`src/rtl/btn_sel_pkg.sv`:
```
// Shared defaults and sizing helper for the button selection controller.
// Pure constants and functions: no latency, no flow control.
package btn_sel_pkg;

  localparam int DEF_NUM_BTN     = 4;
  localparam int DEF_SYNC_STAGES = 2;
  localparam int DEF_DEB_CNT     = 1048575;
  localparam int DEF_SEL_W       = 2;
  localparam int DEF_LONG_CNT    = 50000000;

  // Width of a counter that must reach count-1; never narrower than one bit.
  function automatic int cnt_width(input int count);
    return (count < 2) ? 1 : $clog2(count);
  endfunction

endpackage

```
`src/rtl/btn_debounce.sv`:
```
// One button channel: synchroniser, debounce counter, level and press-edge registers.
// Latency SYNC_STAGES+DEB_CNT+1 from btn edge to press; no backpressure.
module btn_debounce
  import btn_sel_pkg::*;
#(
  parameter int SYNC_STAGES = DEF_SYNC_STAGES,
  parameter int DEB_CNT     = DEF_DEB_CNT
) (
  input  logic clk,
  input  logic rst,
  input  logic btn,
  output logic btn_level,
  output logic press,
  output logic rise
);

  localparam int            CW       = cnt_width(DEB_CNT);
  localparam logic [CW-1:0] CNT_LAST = CW'(DEB_CNT - 1);

  logic [SYNC_STAGES-1:0] sync_q;
  logic                   sync;
  logic [CW-1:0]          cnt;
  logic                   lvl_d;

  assign sync = sync_q[SYNC_STAGES-1];
  // rise lets the parent update its state in the same edge that press asserts
  assign rise = btn_level & ~lvl_d;

  always_ff @(posedge clk) begin
    if (rst) begin
      sync_q    <= '0;
      cnt       <= '0;
      btn_level <= 1'b0;
      lvl_d     <= 1'b0;
      press     <= 1'b0;
    end else begin
      sync_q <= {sync_q[SYNC_STAGES-2:0], btn};
      if (sync == btn_level) begin
        cnt <= '0;
      end else if (cnt == CNT_LAST) begin
        btn_level <= sync;
        cnt       <= '0;
      end else begin
        cnt <= cnt + 1'b1;
      end
      lvl_d <= btn_level;
      press <= rise;
    end
  end

endmodule

```
`src/rtl/btn_sel_ctrl.sv`:
```
// Debounced multi-button selector with per-channel wrapping counters; optional long press via BTN_LONGPRESS_EN.
// Press latency SYNC_STAGES+DEB_CNT+1 cycles, long press LONG_CNT cycles after level rises; no backpressure.
module btn_sel_ctrl
  import btn_sel_pkg::*;
#(
  parameter int NUM_BTN     = DEF_NUM_BTN,
  parameter int SYNC_STAGES = DEF_SYNC_STAGES,
  parameter int DEB_CNT     = DEF_DEB_CNT,
  parameter int SEL_W       = DEF_SEL_W,
  parameter int LONG_CNT    = DEF_LONG_CNT
) (
  input  logic                     clk,
  input  logic                     rst,
  input  logic [NUM_BTN-1:0]       btn,
  input  logic [NUM_BTN*SEL_W-1:0] sel_max,
  output logic [NUM_BTN-1:0]       btn_level,
  output logic [NUM_BTN-1:0]       press,
  output logic [NUM_BTN-1:0]       long_press,
  output logic [NUM_BTN*SEL_W-1:0] sel
);

  for (genvar i = 0; i < NUM_BTN; i++) begin : g_ch
    logic             rise;
    logic             long_hit;
    logic [SEL_W-1:0] sel_q;
    logic [SEL_W-1:0] max_i;

    assign max_i = sel_max[i*SEL_W +: SEL_W];

    btn_debounce #(
      .SYNC_STAGES(SYNC_STAGES),
      .DEB_CNT    (DEB_CNT)
    ) u_deb (
      .clk      (clk),
      .rst      (rst),
      .btn      (btn[i]),
      .btn_level(btn_level[i]),
      .press    (press[i]),
      .rise     (rise)
    );

`ifdef BTN_LONGPRESS_EN
    localparam int            HW        = cnt_width(LONG_CNT);
    localparam logic [HW-1:0] HOLD_LAST = HW'(LONG_CNT - 1);

    logic [HW-1:0] hold_cnt;
    logic          hold_done;
    logic          lp_q;

    // hold_done blocks further pulses until the debounced level drops
    assign long_hit      = btn_level[i] & ~hold_done & (hold_cnt == HOLD_LAST);
    assign long_press[i] = lp_q;

    always_ff @(posedge clk) begin
      if (rst) begin
        hold_cnt  <= '0;
        hold_done <= 1'b0;
        lp_q      <= 1'b0;
      end else begin
        lp_q <= long_hit;
        if (!btn_level[i]) begin
          hold_cnt  <= '0;
          hold_done <= 1'b0;
        end else if (long_hit) begin
          hold_cnt  <= '0;
          hold_done <= 1'b1;
        end else if (!hold_done) begin
          hold_cnt <= hold_cnt + 1'b1;
        end
      end
    end
`else
    assign long_hit      = 1'b0;
    assign long_press[i] = 1'b0;
`endif

    always_ff @(posedge clk) begin
      if (rst) begin
        sel_q <= '0;
      end else if (long_hit) begin
        sel_q <= '0;
      end else if (rise) begin
        sel_q <= (sel_q >= max_i) ? '0 : sel_q + 1'b1;
      end
    end

    assign sel[i*SEL_W +: SEL_W] = sel_q;
  end

endmodule

```
`config.mk`:
```
export PLATFORM = sky130hd
export DESIGN_NAME = btn_sel_ctrl
export DESIGN_NICKNAME = d
export VERILOG_FILES = /design/src/rtl/btn_sel_pkg.sv /design/src/rtl/btn_debounce.sv /design/src/rtl/btn_sel_ctrl.sv
export SDC_FILE = /design/constraint.sdc
export NUM_CORES = 1
export LEC_CHECK = 0
export ABC_AREA = 1
export CAP_MARGIN = 15
export CORE_MARGIN = 3
export CORE_UTILIZATION = 59
export CTS_BUF_LIST = sky130_fd_sc_hd__clkbuf_16
export DETAILED_ROUTE_END_ITERATION = 8
export GPL_ROUTABILITY_DRIVEN = 0
export PLACE_DENSITY = 0.75
export SYNTH_ARGS = -nofsm -noshare
export SYNTH_HDL_FRONTEND = slang
export SYNTH_SLANG_ARGS = --single-unit
```
`constraint.sdc`:
```
create_clock -name clk -period 1.78 [get_ports clk]
set_clock_uncertainty 0.1 [all_clocks]
set_input_delay 0.534 -clock clk [delete_from_list [all_inputs] [get_ports clk]]
set_output_delay 0.534 -clock clk [all_outputs]
set_load 0.05 [all_outputs]
```
After elaboration in Yosys (flattened, before gate mapping):

Index checks and enable logic that the tools add are counted.

* bits in registers: 108
* word-level logic and storage cells: 68
* output and inout bits: 20

* reduce and logical (&&, ||, !) cells: 8
* multiplexer cells: 4
* add/sub/neg operators: 8
* bitwise logic cells: 12
* equal/unequal tests: 8
* $lt $le $gt $ge: 4

Operators with widths (count)
* $add A20 B1 Y20 const B: 4
* $eq A20 B20 Y1 const B: 4
* $reduce_or A3 Y1: 4
* $add A2 B1 Y2 const B: 4
* $ge A2 B2 Y1: 4
* $mux W2: 4
* $not A1 Y1: 8
* $reduce_and A2 Y1: 4
* $and A1 B1 Y1: 4
* $eq A1 B1 Y1: 4

Depth between registers and ports, before layout:

Gate-level depths: netlist (run 1).

* depth in word-level cells: 3
* depth in mapped cells: 10
* mapped depth without buffers: 10

Cells and area by module:

From an unflattened synthesis (run 1), not the netlist that was laid out.

* cell total of the unflattened synthesis: 762
* area, all modules: 5420.2 µm²

By module, submodules not included
* btn_debounce: times used 4, cells an instance 168, area an instance 1208.7 µm²
* btn_sel_ctrl: times used 1, cells an instance 90, area an instance 585.6 µm²

Least setup slack after synthesis (run 1):

No wires, ideal clock.

* kind: register -> register
* start: reg g_ch[0].sel_q[0]
* end: reg g_ch[0].sel_q[1]
* cell stages (with the launch flop): 6
* path slack: 0.151 ns
* data required time: 1.609 ns
* library setup time: 0.071 ns
* data arrival time: 1.458 ns
* period minus slack after synthesis: 1.629 ns
* path through: dfxtp_1 -> inv_1 -> ha_1 -> o21ai_0 -> nand4_1 -> a21oi_1

* longest elaborated chain between the ends: 2
* elaborated cells on any way between the ends: 3
* classes of those cells: 1 x add/sub; 1 x order compare; 1 x mux

Ends and longest elaborated chain
* start: declaration: RTL line btn_sel_ctrl.sv:25 `logic [SEL_W-1:0] sel_q;`
* start signal: assignment: RTL line btn_sel_ctrl.sv:83 `sel_q <= (sel_q >= max_i) ? '0 : sel_q + 1'b1;`
* $add A2 B1 Y2 or $ge A2 B2 Y1 (tied branches): RTL line btn_sel_ctrl.sv:83
* $mux W2 (*): RTL line btn_sel_ctrl.sv:83

Mark *: on every way between the ends. The rest lies on a longest branch, timed or not.
A chain may end at the register's enable or synchronous reset.

Worst setup path after layout (run 1):

* start: reg g_ch[3].u_deb.cnt[0]
* end: reg g_ch[3].u_deb.cnt[16]

* longest elaborated chain between the ends: 2
* elaborated cells on any way between the ends: 3
* classes of those cells: 1 x add/sub; 1 x eq/ne; 1 x reduce/logical

Ends and longest elaborated chain
* start: declaration: RTL line btn_debounce.sv:22 `logic [CW-1:0] cnt;`
* start signal: assignment: RTL line btn_debounce.sv:44 `cnt <= cnt + 1'b1;`
* parallel branches: the longest is 2 deep, another holds $add A20 B1 Y20

Several ways; the timed one is not identified.

==> flow_summary.toml, run 1 <==
[run_status]
status = "finished clean"

[detailed_routing]
drc = 0
vias = 4408
routed_wirelength_um = 9958
top_layer = "met4"
dr.pass1.iters = 4
wl_met3_um = 457
ant_nets = 0
drt-vias-per-instance = 5.038
route.met2.wl_um = 4663
wl_per_cell_um = 11.38
wl_met1_um = 4710
drtIter0Drc = 135

[finish]
drive_gt1_share_pct = 15.25
fin_nets = 792
multi_input_area_um2 = 2760
register_area_um2 = 2163
n_antenna_cell = 0
synthToLayoutAreaGrowth_pct = 15.54
final.fill_count = 744
fin_cells = 875

[grt]
antenna_found_initial = 0
grt_usage_pct = 19.97
grt-ovfl-total = 0
grt_pass1_wl_um = 17060
grt_pass1_vias = 4006
grt_max_degree = 21

[die]
io_pins = 34
dieArea_um2 = 10370
coreArea_um2 = 8806
die_width_um = 101.8
rows = 34
die_h_um = 101.8
start_util_pct = 61.52

[setup_path]
arrival_ns = 1.78
endpoint_kind = "register"
worstSetupPathType = "reg -> reg"
startpoint = "g_ch[3].u_deb.cnt[0]$_SDFF_PP0_"
r2r-start = "g_ch[3].u_deb.cnt[0]$_SDFF_PP0_"
required_ns = 1.91
cp_max_fo = 6
worstSetupStartpointType = "register"

[yosys]
synth.most_common_cell = "nand2_1"
synth_area_leaders = "dfxtp_1, nand2_1, nor2_1, inv_1, nor2_2"
synth_area_um2 = 5418
yosys.area.top_type_share_pct = 39.91
yosysTopAreaCell = "dfxtp_1"
ys.flop_type = "dfxtp_1"
ys_top_cells_by_count = "nand2_1, nor2_1, dfxtp_1"
yosys_warnings = 0
seq_area_frac_synth_pct = 39.91
ys_types = 34
synth_edf_count = 0
avgSynthCellArea_um2 = 7.401
async_reset_ff_share_pct = 0
syn_inst = 732
ys_ff_latch = 108

[job]
maxCapViolCount = 0

[clocking]
insertion_delay_ns = 0.34
clock_path_buffers = 2
cts_hold_buf = 0
cts_root_buf = "clkbuf_16"
cts_sinks = 108
clkTransAtPathRegs_ns = 0.07
cts_tree = "built"
cts_inserted_buffers = 9
cts_max_level = 3

[sta]
fin_crit_sh_pct = 92.62
hold_slack_ns = 0.3035
layout_setup_ws_ns = 0.1314
post-route-min-period_ns = 1.649
fmaxAchievable_mhz = 606.6
slew_viol_final = 0
finalSetupViolations = 0
rsz0062_at_grt = "no"
hold_viol = 0

[min_path]
min-delay-start = "g_ch[0].u_deb.sync_q[0]$_SDFF_PP0_"
min_path_type = "reg -> reg"

[power_and_ir_drop]
p_per_area_nw_per_um2 = 743.9
p_leak_nw = 2.170
total_power_mw = 4.657
vdd_drop_max_mv = 0.4414

[place]
hpwl_um = 7458
dp_slack_ns = -0.1755
io_buffers = 29
dp.cells = 857
==> stage by stage <==
stage	utilization (%)	TNS (ns)	cell area, um2
2_1_floorplan	-	0	5429
3_3_place_gp	67.11	-5.489	5909
3_5_place_dp	67.11	-7.848	5909
4_1_cts	70.70	0	6226
5_1_grt	71.09	0	6260
6_report	71.09	0	6260
==> worst max-delay path, cell delays in order (launching register included) <==
cell and delay, ns:
dfxtp_1 0.42, ha_1 0.22, inv_1 0.09, nor2_4 0.17, nand2_1 0.13, nor2_1 0.20
xnor2_1 0.16, nor2_2 0.04
==> final cells by class <==
type,count,area share (%)
multi-input combinational,517,44.09
sequential,108,34.56
timing repair buffer,37,8.755
inverter,89,5.377
clock buffer,9,3.598
tap,108,2.159
clock inverter,7,1.459
==> registers in the layout, indices dropped and copies added, names as in the netlist <==
signal	count
g_ch.sel_q	8
g_ch.u_deb.btn_level	4
g_ch.u_deb.cnt	80
g_ch.u_deb.lvl_d	4
g_ch.u_deb.press	4
g_ch.u_deb.sync_q	8
==> routing by layer <==
layer,global-route usage [%],up-vias
met2,32.85,92
met5,0,-
met1,26.34,1996
li1,-,2304
met3,4.846,16
met4,5.651,0
==> worst paths after layout <==
path	depth (start not counted)	endpoint	slack, ns
setup / recovery	7	g_ch[3].u_deb.cnt[16]$_SDFF_PP0_	0.13
hold / removal	2	g_ch[0].u_deb.sync_q[1]$_SDFF_PP0_	0.30
setup reg to reg	7	g_ch[3].u_deb.cnt[16]$_SDFF_PP0_	0.13
hold reg to reg	2	g_ch[0].u_deb.sync_q[1]$_SDFF_PP0_	0.30
==> timing repair <==
item                                    CTS  global route
gates resized for setup                   0             2
setup buffers                             0             2
endpoints found under the setup margin    0            13
==> cells by family (layout without fill, tap and decap cells) <==
kind of cell	Yosys count	in the layout	synth area share, %
other	1	4	0.06922
AND/OR/NAND/NOR	407	407	34.55
buffers and inverters	110	142	9.446
AO/OA/AOI/OAI	44	44	4.896
adder cells (fa/ha/maj)	16	16	3.695
XOR/XNOR	46	46	7.437
flip-flops	108	108	39.91
==> where the power goes <==
| part | leakage, nW | internal [mW] | switching, mW |
|---|---|---|---|
| logic | 1.15 | 0.0535 | 0.0742 |
| registers | 0.872 | 2.43 | 0.00684 |
| clock network | 0.151 | 1.23 | 0.868 |
==> cell usage in the layout (no fill, tap or decap), types with 2 or more instances in the layout <==
cell               n
conb_1             4
buf_4              5
or2_1              3
nor2_1           125
inv_1             88
nor3_1             9
nor2_2            38
o21ai_0           11
nand3_2            5
ha_1              16
or2_2              5
a21oi_1           21
nand3b_1           6
xor2_1            20
bufinv_16          2
clkinvlp_4         2
a21oi_2            6
buf_12            19
nor2_4             8
nand2_1          151
clkbuf_16          9
o21bai_1           3
clkdlybuf4s50_1   13
dfxtp_1          107
nand2_2           12
nand3_1           30
nand4_1           13
xnor2_1           26
Power figures use the tool's default switching activity.
==> run 2, diff against run 1 <==
--- a/config.mk
+++ b/config.mk
@@ -9,10 +9,10 @@
 export CAP_MARGIN = 15
 export CORE_MARGIN = 3
 export CORE_UTILIZATION = 59
-export CTS_BUF_LIST = sky130_fd_sc_hd__clkbuf_16
 export DETAILED_ROUTE_END_ITERATION = 8
 export GPL_ROUTABILITY_DRIVEN = 0
 export PLACE_DENSITY = 0.75
+export SLEW_MARGIN = 20
 export SYNTH_ARGS = -nofsm -noshare
 export SYNTH_HDL_FRONTEND = slang
 export SYNTH_SLANG_ARGS = --single-unit
==> flow_summary.toml, run 2 (synthesized netlist as in run 1, its figures left out) <==
[grt]
grt_pass1_wl_um = 17000
grt_pass1_vias = 3992
grt-ovfl-total = 0
grt_usage_pct = 20.00
grt_max_degree = 21
antenna_found_initial = 0

[place]
dp_slack_ns = -0.1755
dp.cells = 857
hpwl_um = 7458
io_buffers = 29

[finish]
largest_register = "g_ch.u_deb.cnt"
layout_common_cells = "nand2_1, nor2_1, dfxtp_1"
fin_cells = 874
largest_registers = "g_ch.u_deb.cnt (80), g_ch.sel_q (8), g_ch.u_deb.sync_q (8)"
synthToLayoutAreaGrowth_pct = 13.72
largest_reg_flops = 80
n_antenna_cell = 0
layout_commonest_cell = "nand2_1"
drive_gt1_share_pct = 15.27
fin_nets = 791

[min_path]
hold_depth = 2
min_path_type = "reg -> reg"
min_to = "g_ch[0].u_deb.sync_q[1]$_SDFF_PP0_"
min-delay-start = "g_ch[0].u_deb.sync_q[0]$_SDFF_PP0_"

[setup_path]
r2r_cells = 7
r2r_slack_ns = 0.14
arrival_ns = 1.03
cp_max_fo = 4
r2r_end = "g_ch[3].u_deb.cnt[16]$_SDFF_PP0_"
worstSetupStartpointType = "register"
cp_num_buf_inv = 1
crit_chain = "buf_12"
required_ns = 1.15
cp.depth = 1
slowest_delay_ns = 0.49
crit_path_top_delay_cell = "dfxtp_1"
critical-path-top-delay-family = "flip-flops"
r2r-start = "g_ch[3].u_deb.cnt[0]$_SDFF_PP0_"
endpoint_kind = "output port"
worstSetupPathType = "reg -> out"

[power_and_ir_drop]
p_int_mw = 3.315
vdd_drop_max_mv = 0.4460
power_frac_seq_pct = 57.6
p_leak_nw = 2.122
p_comb_share_pct = 3.0
swShare_pct = 21.48
p_sw_uw = 906.9
p_per_area_nw_per_um2 = 685.3
clockPowerShare_pct = 39.4

[detailed_routing]
drtIter0Drc = 174
ant_nets = 0
dr.pass1.iters = 4
wl_met1_um = 4753
drt-vias-per-instance = 5.021
top_layer = "met4"
wl_met3_um = 449
vias = 4388
drc = 0
wl_per_cell_um = 11.28
route.met2.wl_um = 4550
routed_wirelength_um = 9855

[die]
rows = 34
coreArea_um2 = 8806
io_pins = 34
start_util_pct = 61.52
dieArea_um2 = 10370
die_h_um = 101.8
die_width_um = 101.8

[clocking]
cts_hold_buf = 0
cts_max_level = 3
cts_tree = "built"
insertion_delay_ns = 0.37
cts_inserted_buffers = 9
clkTransAtPathRegs_ns = 0.10
cts_sinks = 108
cts_root_buf = "clkbuf_8"
clock_path_buffers = 2

[sta]
hold_viol = 0
hold_slack_ns = 0.3076
timing.setup.tns_ns = 0
post-route-min-period_ns = 1.667
layout_setup_ws_ns = 0.1129
fmaxAchievable_mhz = 599.8
finalSetupViolations = 0
slew_viol_final = 0
fin_crit_sh_pct = 93.66
rsz0062_at_grt = "no"

[job]
maxCapViolCount = 0

[run_status]
status = "finished clean"
[run 2: cell types whose count changed in the layout (fill, tap and decap cells not counted), sizes merged]
cell    before  now
clkinv       1    0
inv         91   90
buf         24   23
clkbuf       9   11
[run 2: worst max path at each step]
stage                                         startpoint                               end  slack [ns]
floorplan                  g_ch[0].sel_q[0]$_SDFFE_PP0P_     g_ch[0].sel_q[1]$_SDFFE_PP0P_        0.15
global placement                                     rst  g_ch[3].u_deb.cnt[17]$_SDFF_PP0_       -0.11
detailed placement                            sel_max[0]     g_ch[0].sel_q[1]$_SDFFE_PP0P_       -0.18
CTS                      g_ch[1].u_deb.cnt[0]$_SDFF_PP0_  g_ch[1].u_deb.cnt[10]$_SDFF_PP0_        0.07
global route             g_ch[0].u_deb.cnt[0]$_SDFF_PP0_  g_ch[0].u_deb.cnt[16]$_SDFF_PP0_       0.003
finish              g_ch[0].u_deb.btn_level$_SDFFE_PP0P_                      btn_level[0]        0.11
[run 2: repair_timing]
item,in CTS,in global routing
setup buffers,0,1
gates resized for setup,0,2
setup endpoints to repair,0,12
[run 2: cell type report]
type	instances	area, um2
Multi-Input combinational cell	517	2760
Tap cell	108	135.1
Clock inverter	5	83.83
Sequential cell	108	2163
Clock buffer	11	141.4
Timing Repair Buffer	36	540.5
Inverter	89	336.6
Fill cell	748	2645
[run 2: routing by layer]
metal | track usage [%] | vias up
li1 | - | 2299
met1 | 26.06 | 1985
met2 | 33.10 | 92
met3 | 5.529 | 12
met4 | 5.045 | 0
met5 | 0 | -
[run 2: power groups by stage]
stage	logic (mW)	registers [mW]	clock network, mW
floorplan	0.0867	2.49	0
global placement	0.120	2.49	0
detailed placement	0.124	2.49	0
CTS	0.125	2.43	1.71
global route	0.141	2.43	1.80
finish	0.126	2.43	1.66
[run 2: stage by stage]
stage	area [um2]	total power [mW]	utilization, %
after global placement	5909	2.609	67.11
after floorplan	5429	2.574	-
after global routing	6161	4.378	69.96
final	6161	4.222	69.96
after detailed placement	5909	2.613	67.11
after CTS	6135	4.268	69.66
==> run 3, diff against run 2 <==
--- a/config.mk
+++ b/config.mk
@@ -8,10 +8,10 @@
 export ABC_AREA = 1
 export CAP_MARGIN = 15
 export CORE_MARGIN = 3
-export CORE_UTILIZATION = 59
+export CORE_UTILIZATION = 50
 export DETAILED_ROUTE_END_ITERATION = 8
 export GPL_ROUTABILITY_DRIVEN = 0
-export PLACE_DENSITY = 0.75
+export PLACE_DENSITY = 0.65
 export SLEW_MARGIN = 20
 export SYNTH_ARGS = -nofsm -noshare
 export SYNTH_HDL_FRONTEND = slang
==> flow_summary.toml, run 3 (synthesized netlist as in run 1, its figures left out) <==
[detailed_routing]
wl_per_cell_um = 11.01
ant_nets = 0
drtIter0Drc = 167
drt-vias-per-instance = 4.815
dr.pass1.iters = 4
routed_wirelength_um = 9966
drc = 0
vias = 4358

[sta]
finalSetupViolations = 0
slew_viol_final = 0
timing.setup.tns_ns = 0
post-route-min-period_ns = 1.679
fmaxAchievable_mhz = 595.5
fin_crit_sh_pct = 94.34
hold_viol = 0
hold_slack_ns = 0.3069
rsz0062_at_grt = "no"

[place]
io_buffers = 29
place_area_um2 = 5967
dp.cells = 888
hpwl_um = 7542

[grt]
grt_pass1_wl_um = 17690
grt-ovfl-total = 0
grt_max_degree = 21
antenna_found_initial = 0
grt_pass1_vias = 4123
grt_usage_pct = 18.02

[die]
die_h_um = 110.1
coreArea_um2 = 10420
dieArea_um2 = 12120
rows = 37
die_width_um = 110.1
start_util_pct = 52.01
io_pins = 34

[run_status]
status = "finished clean"

[setup_path]
worstSetupPathType = "reg -> out"
worstSetupStartpointType = "register"
critical-path-top-delay-family = "flip-flops"
cp_max_fo = 4
slowest_delay_ns = 0.49
arrival_ns = 1.05
endpoint_kind = "output port"
required_ns = 1.15
cp_num_buf_inv = 1
crit_path_top_delay_cell = "dfxtp_1"
crit_chain = "buf_12"

[min_path]
min_path_type = "reg -> reg"

[clocking]
cts_tree = "built"
clock_path_buffers = 2
cts_sinks = 108
clkTransAtPathRegs_ns = 0.10
cts_inserted_buffers = 9
cts_root_buf = "clkbuf_8"
cts_max_level = 3
insertion_delay_ns = 0.37

[finish]
drive_gt1_share_pct = 15.73
synthToLayoutAreaGrowth_pct = 14.55
largest_registers = "g_ch.u_deb.cnt (80), g_ch.sel_q (8), g_ch.u_deb.sync_q (8)"
largest_register = "g_ch.u_deb.cnt"
fin_nets = 794
largest_reg_flops = 80
layout_commonest_cell = "nand2_1"
fin_cells = 905
final_cell_area_um2 = 6206
n_antenna_cell = 0
layout_common_cells = "nand2_1, nor2_1, dfxtp_1"

[job]
maxCapViolCount = 0

[power_and_ir_drop]
total_power_mw = 4.166
p_per_area_nw_per_um2 = 671.2
vdd_drop_max_mv = 0.4512
p_leak_nw = 2.138
## run 3: layout make-up
type	instances	area (um2)
Timing Repair Buffer	39	563.0
Clock buffer	11	151.4
Tap cell	136	170.2
Fill cell	982	4210
Inverter	89	336.6
Sequential cell	108	2163
Clock inverter	5	66.31
Multi-Input combinational cell	517	2755
## run 3: where the power goes
part	internal, mW	switching (mW)
combinational	0.0559	0.0739
clock	0.745	0.858
sequential	2.43	0.00634
total	3.23	0.939
## run 3: final timing paths
check	from	to	slack, ns	cells past startpoint
max	g_ch[1].u_deb.btn_level$_SDFFE_PP0P_	btn_level[1]	0.10	1
max reg2reg	g_ch[3].u_deb.cnt[0]$_SDFF_PP0_	g_ch[3].u_deb.cnt[16]$_SDFF_PP0_	0.18	7
min	g_ch[1].u_deb.sync_q[0]$_SDFF_PP0_	g_ch[1].u_deb.sync_q[1]$_SDFF_PP0_	0.31	2
min reg2reg	g_ch[1].u_deb.sync_q[0]$_SDFF_PP0_	g_ch[1].u_deb.sync_q[1]$_SDFF_PP0_	0.31	2
## run 3: metrics by stage
step	util, %	setup WS (ns)
after floorplan	-	0.1512
final	59.58	0.1008
after detailed placement	57.29	-0.2332
after global placement	57.29	-0.1256
after CTS	59.38	0.09112
after global routing	59.58	0.002357
## run 3: layer usage
layer / global-route usage (%) / share of wire, %
met5: 0 / 0
met4: 5.189 / 1.4
met3: 3.844 / 2.6
met2: 32.58 / 50
met1: 21.43 / 46
## run 3: timing repair
| item | in CTS | in global routing |
|---|---|---|
| hold buffers | 0 | 0 |
| buffers inserted | 0 | 1 |
| resized for setup | 0 | 2 |
| endpoints found under the setup margin | 0 | 11 |
## run 3: worst min-delay path, stage by stage, from the launching register on
cell,delay [ns]
dfxtp_1,0.31
inv_1,0.04
nor2_1,0.03
